File: src/rtl/reg_file_pkg.sv
//==============================================================================
// Module   : reg_file_pkg
// Desc     : Shared widths and preset reset table for the reg_file_sb block.
// Macro    : RF_INIT_EN (selects the preset table as register reset values)
// Revision : 1.0 - initial release
//==============================================================================
`default_nettype none

package reg_file_pkg;

   localparam int DATA_W_DEF = 16;
   localparam int ADDR_W_DEF = 3;
   localparam int PRESET_N   = 8;

   localparam logic [31:0] RESET_TABLE [PRESET_N] = '{
      32'd10, 32'd1000, 32'd100, 32'd1, 32'd10000, 32'd0, 32'd500, 32'd5000
   };

   // Registers beyond the preset table reset to zero.
   function automatic logic [31:0] reset_val(input int unsigned idx);
      if (idx < PRESET_N)
         return RESET_TABLE[idx[2:0]];
      return 32'd0;
   endfunction

endpackage

`default_nettype wire

File: src/rtl/reg_file_scoreboard.sv
//==============================================================================
// Module   : reg_file_scoreboard
// Desc     : Per-register busy bits; reserve sets, writeback clears, set wins.
// Macro    : none
// Revision : 1.0 - initial release
//==============================================================================
`default_nettype none

module reg_file_scoreboard
   import reg_file_pkg::*;
#(
   parameter int ADDR_W   = ADDR_W_DEF,
   parameter int ZERO_REG = 0
) (
   input  logic                   clk,
   input  logic                   rst_n,
   input  logic                   set_en,
   input  logic [ADDR_W-1:0]      set_addr,
   input  logic                   clr_en,
   input  logic [ADDR_W-1:0]      clr_addr,
   output logic [2**ADDR_W-1:0]   busy_next,
   output logic [2**ADDR_W-1:0]   busy_vec
);

   localparam int NUM_REGS = 2**ADDR_W;

   logic [NUM_REGS-1:0] busy_d;
   logic [NUM_REGS-1:0] busy_q;

   always_comb begin
      busy_d = busy_q;
      if (clr_en)
         busy_d[clr_addr] = 1'b0;
      // A reservation in the same cycle as writeback belongs to a newer producer.
      if (set_en)
         busy_d[set_addr] = 1'b1;
      if (ZERO_REG != 0)
         busy_d[0] = 1'b0;
   end

   always_ff @(posedge clk or negedge rst_n) begin
      if (!rst_n)
         busy_q <= '0;
      else
         busy_q <= busy_d;
   end

   assign busy_next = busy_d;
   assign busy_vec  = busy_q;

endmodule

`default_nettype wire

File: src/rtl/reg_file_sb.sv
//==============================================================================
// Module   : reg_file_sb
// Desc     : 2R/1W register file with registered write-first reads and a
//            per-register busy scoreboard.
// Macro    : RF_INIT_EN (reset loads reg_file_pkg preset table instead of zero)
// Revision : 1.0 - initial release
//==============================================================================
`default_nettype none

module reg_file_sb
   import reg_file_pkg::*;
#(
   parameter int DATA_W   = DATA_W_DEF,
   parameter int ADDR_W   = ADDR_W_DEF,
   parameter int ZERO_REG = 0
) (
   input  logic                   clk,
   input  logic                   rst_n,
   input  logic                   rd_en,
   input  logic [ADDR_W-1:0]      rd_addr_a,
   input  logic [ADDR_W-1:0]      rd_addr_b,
   output logic [DATA_W-1:0]      rd_data_a,
   output logic [DATA_W-1:0]      rd_data_b,
   output logic                   rd_busy_a,
   output logic                   rd_busy_b,
   input  logic                   wr_en,
   input  logic [ADDR_W-1:0]      wr_addr,
   input  logic [DATA_W-1:0]      wr_data,
   input  logic                   rsv_en,
   input  logic [ADDR_W-1:0]      rsv_addr,
   output logic [2**ADDR_W-1:0]   busy_vec
);

   localparam int NUM_REGS = 2**ADDR_W;

   logic [DATA_W-1:0]   mem_q [NUM_REGS];
   logic [DATA_W-1:0]   mem_d [NUM_REGS];
   logic [NUM_REGS-1:0] busy_next;
   logic                wr_ok;

   logic [DATA_W-1:0]   rd_data_a_d, rd_data_a_q;
   logic [DATA_W-1:0]   rd_data_b_d, rd_data_b_q;
   logic                rd_busy_a_d, rd_busy_a_q;
   logic                rd_busy_b_d, rd_busy_b_q;

   assign wr_ok = wr_en && !((ZERO_REG != 0) && (wr_addr == '0));

   reg_file_scoreboard #(
      .ADDR_W   (ADDR_W),
      .ZERO_REG (ZERO_REG)
   ) u_scoreboard (
      .clk       (clk),
      .rst_n     (rst_n),
      .set_en    (rsv_en),
      .set_addr  (rsv_addr),
      .clr_en    (wr_en),
      .clr_addr  (wr_addr),
      .busy_next (busy_next),
      .busy_vec  (busy_vec)
   );

   always_comb begin
      mem_d = mem_q;
      if (wr_ok)
         mem_d[wr_addr] = wr_data;
   end

   generate
      for (genvar i = 0; i < NUM_REGS; i++) begin : g_reg
`ifdef RF_INIT_EN
         localparam logic [DATA_W-1:0] c_rst_val =
            ((ZERO_REG != 0) && (i == 0)) ? '0 : DATA_W'(reset_val(i));
`else
         localparam logic [DATA_W-1:0] c_rst_val = '0;
`endif
         logic [DATA_W-1:0] reg_q;

         always_ff @(posedge clk or negedge rst_n) begin
            if (!rst_n)
               reg_q <= c_rst_val;
            else
               reg_q <= mem_d[i];
         end

         assign mem_q[i] = reg_q;
      end
   endgenerate

   // mem_d/busy_next already hold post-edge state, which gives write-first bypass.
   always_comb begin
      rd_data_a_d = rd_data_a_q;
      rd_data_b_d = rd_data_b_q;
      rd_busy_a_d = rd_busy_a_q;
      rd_busy_b_d = rd_busy_b_q;
      if (rd_en) begin
         rd_data_a_d = mem_d[rd_addr_a];
         rd_data_b_d = mem_d[rd_addr_b];
         rd_busy_a_d = busy_next[rd_addr_a];
         rd_busy_b_d = busy_next[rd_addr_b];
      end
   end

   always_ff @(posedge clk or negedge rst_n) begin
      if (!rst_n) begin
         rd_data_a_q <= '0;
         rd_data_b_q <= '0;
         rd_busy_a_q <= 1'b0;
         rd_busy_b_q <= 1'b0;
      end else begin
         rd_data_a_q <= rd_data_a_d;
         rd_data_b_q <= rd_data_b_d;
         rd_busy_a_q <= rd_busy_a_d;
         rd_busy_b_q <= rd_busy_b_d;
      end
   end

   assign rd_data_a = rd_data_a_q;
   assign rd_data_b = rd_data_b_q;
   assign rd_busy_a = rd_busy_a_q;
   assign rd_busy_b = rd_busy_b_q;

endmodule

`default_nettype wire

File: config.mk
export PLATFORM = sky130hd
export DESIGN_NAME = reg_file_sb
export DESIGN_NICKNAME = d
export VERILOG_FILES = /design/src/rtl/reg_file_pkg.sv /design/src/rtl/reg_file_scoreboard.sv /design/src/rtl/reg_file_sb.sv
export SDC_FILE = /design/constraint.sdc
export NUM_CORES = 1
export LEC_CHECK = 0
export BUFFER_PORTS_ARGS = -buffer_cell sky130_fd_sc_hd__buf_4
export CAP_MARGIN = 20
export CORE_UTILIZATION = 30
export CTS_CLUSTER_DIAMETER = 120
export DETAILED_ROUTE_END_ITERATION = 8
export PLACE_DENSITY = 0.49
export SKIP_CTS_REPAIR_TIMING = 1
export SLEW_MARGIN = 20
export SYNTH_ARGS = -nofsm -noshare
export SYNTH_HDL_FRONTEND = slang
export SYNTH_SLANG_ARGS = --single-unit
File: constraint.sdc
create_clock -name clk -period 2.45 [get_ports clk]
set_clock_uncertainty 0.2 [all_clocks]
set_input_delay 0 -clock clk [delete_from_list [all_inputs] [get_ports clk]]
set_output_delay 0 -clock clk [all_outputs]
set_load 0.02 [all_outputs]
==> key figures <==
Status
  – Status: finished, violations left
  – Violated checks: hold timing

Clock tree
  – CTS H-tree depth: 4
  – Clk_lat worst skew: ~0.43 ns
  – Worst-path clk slew: around 0.06 ns
  – CTS Sinks: 170
  – Clock tree from TritonCTS: built
  – Clock tree root buffer cell: clkbuf_16
  – Clock buffer depth: 2
  – CTS buffer count: 17

Logic synthesis
  – Post-synthesis cell type count: between 50 and 60
  – Seq/Total Area, Yosys: 47.3%
  – Number of synthesized register bits: 170
  – Cell count after synthesis: approximately 840
  – EDFF count, synth: 0
  – Top-count cell post-synth: dfrtp_1
  – Share of async-settable or async-resettable flops after synthesis: between 90% and 100%
  – Top post-synthesis cells by area: dfrtp_1, mux2i_1, mux4_2, mux2_2, inv_1
  – Synthesized cell area: 8990 µm²
  – Post-synth top cells: dfrtp_1, inv_1, mux2i_1, nand2_1, nor2_1
  – Ys Warns: 0
  – Cell taking the most area after synthesis: dfrtp_1
  – Post-synth net total: about 870
  – Main synth FF type: dfrtp_1
  – Top cell type's share of synthesized area: 47.3%
  – Syn_area_per_cell: about 11 µm²

STA
  – RSZ-0062 raised after global routing: false
  – Final setup viols: 0
  – Slew @ Worst Pin: 0.883 ns
  – Final period util: a little under 100%
  – Total negative slack: 0 ns
  – Relative slew margins: 41.0%
  – Min cycle time layout: about 2.4 ns
  – Hold WS: -0.0111 ns
  – Slew Viols, Final: 0
  – Fmax: around 420 MHz
  – Final hold viol count: 1
  – Final Worst Setup Slack: 0.0862 ns

Final layout
  – Layout cells sized above 1: 25.7%
  – Filler cells: roughly 3000
  – Sequential cell area: about 4300 µm²
  – Multi-input gate area: around 4100 µm²
  – Diodes inserted: 0
  – P&R area growth vs syn: 24.2%
  – Finished Layout Cells: between 1000 and 1500
  – Final net count: 970

Worst setup path
  – Worst path arrival time: 2.48 ns
  – Required @ worst endpoint: approximately 2.6 ns
  – CP top delay family: buffers and inverters
  – Reg2reg end: rd_data_b[4]
  – R2R setup slack: between 0.6 and 0.7 ns
  – Crit path depth: 7
  – Reg-to-Reg Start: g_reg[2].reg_q[4]
  – Slowest cell on the critical path: dlygate4sd3_1
  – Worst Setup EP: rd_data_b[4]
  – Largest stage delay, worst path: about 0.53 ns
  – Worst setup EP type: flip-flop
  – CP cell instances: dlygate4sd3_1 -> buf_4 -> nor4bb_4 -> buf_12 -> mux2_2 -> mux4_2 -> a221o_1
  – Setup CP Type: input pin to flip-flop
  – Bufs and invs on worst path: 3
  – R2R cell count: 3
  – CP Max Fanout: 18
  – Startpoint types: input pin
  – CP Launch Point: wr_addr[1]

Floorplanning
  – Core Rows: 63
  – Die ar.: 30700 µm²
  – Die W: 175 µm
  – Die Ht: between 150 and 200 µm
  – I/O Pins: between 70 and 80
  – Initial Util: 30.4%
  – Core Area: 29600 µm²

Global routing
  – First-pass GRT wire length: between 40 and 50 mm
  – GR Util All Layers: about a fifth
  – Vias in the first global route: ~7400
  – Total congestion overflow: 0
  – Largest net degree at the start of global routing: 61
  – Antenna violations before repair: 0

Drt
  – DR pass1 iterations: 5
  – DRT iter0 DRCs: roughly 520
  – ANT nets after route: 0
  – Vias: approximately 7100
  – Vias per Instance: roughly 5.3
  – Final wirelength: between 20 and 30 mm
  – DR DRC count: 0
  – WL/cell: around 22 µm

Placed design
  – Place WS: 0.195 ns
  – IO buf count: 74
  – Routability cong.: 0.783
  – HPWL after DPL: ~20 mm
  – Placed cells: roughly 1300

Pwr
  – Worst ir drop on vdd: 0.483 mV
  – Leakage: ~5.4 nW
  – Power density over the cells: roughly 770 nW/µm²

Hold path
  – HP Class: input pin to flip-flop

Run
  – Max-cap violations: 0
==> registers in the layout (all words and copies together), names as in the netlist <==
signal	flops
g.reg_q	128
rd_busy_a	1
rd_busy_b	1
rd_data_a	16
rd_data_b	16
u_scoreboard.busy_vec	8
==> how the worst min path moves through the flow <==
| stage | startpoint | to | slack, ns | cells after the start |
|---|---|---|---|---|
| after floorplan | rst_n | g_reg[0].reg_q[0] | -0.50 | 0 |
| after global placement | rst_n | g_reg[7].reg_q[2] | -0.16 | 1 |
| after detailed placement | rst_n | u_scoreboard.busy_vec[3] | -0.16 | 1 |
| after CTS | rst_n | rd_busy_b | -0.62 | 1 |
| after global routing | wr_addr[2] | g_reg[1].reg_q[11] | 0.02 | 5 |
| final | rd_addr_b[0] | rd_busy_b | -0.01 | 5 |
==> report_power, final <==
group / internal, W / switching (W)
logic: 0.00102 / 0.00117
clock network: 0.00158 / 0.00116
registers: 0.00338 / 0.000327
total: 0.00598 / 0.00266
==> kinds of logic (layout without fill, tap and decap cells) <==
group / Yosys count / in the layout / synth area share [%]
flops: 170 / 170 / 47.3
buf+inv: 162 / 276 / 7.39
compound gates: 192 / 192 / 16.7
simple gates: 184 / 184 / 10.5
xor+xnor: 1 / 1 / 0.0974
mux: 126 / 126 / 18.0
==> metal layers <==
layer	part of all wire, %	routed length [µm]	track usage (%)	vias to the layer above
met4	1.3	395	5.51	0
met5	0	0	0	-
li1	-	-	-	3263
met2	50	14700	34.1	161
met1	45	13300	26.4	3662
met3	3.5	1020	2.79	30
==> cells in the final DEF (no fill, tap or decap), types with 5 or more instances in the layout <==
master         count
a211oi_1           5
a21oi_1            5
a221o_1           10
a2bb2oi_1          7
a31oi_1           15
a32oi_1            5
a41oi_1            5
buf_12            10
buf_4            113
clkbuf_16         17
dfrtp_1          170
dlygate4sd3_1     34
inv_1             84
mux2_2            29
mux2i_1           71
mux4_2            26
nand2_1           59
nand2_2           10
nand2b_1          13
nand3_1            6
nand3b_1           8
nor2_1            51
o2111ai_1          8
o211a_1            8
o21ai_0           20
o21ai_2           10
o221a_2            8
o221ai_1          22
o22a_1             6
o22ai_1           28
o311ai_0          16
or3_1              8
==> per-stage QoR <==
step | util, % | power (W) | instance area, µm²
after floorplan | - | 0.00506 | 8990
after global placement | 34.6 | 0.00589 | 10200
after detailed placement | 34.6 | 0.00591 | 10200
after CTS | 36.5 | 0.00866 | 10800
after global routing | 37.8 | 0.00911 | 11200
final | 37.8 | 0.00864 | 11200
==> worst reg2reg max path: cells and delay by family (launching register included) <==
family / cells / cell delay (ns)
AO/OA/AOI/OAI: 1 / 0.33
multiplexers: 2 / 0.74
flip-flops: 1 / 0.38
==> final cells by class <==
class | instances | area share [%]
clock buffer | 21 | 4.21
clock inverter | 10 | 1.03
inverter | 86 | 2.89
multi-input combinational | 503 | 36.6
sequential | 170 | 38.1
tap | 390 | 4.37
timing repair buffer | 159 | 12.8
No activity file was read; power rests on OpenSTA's default activity.
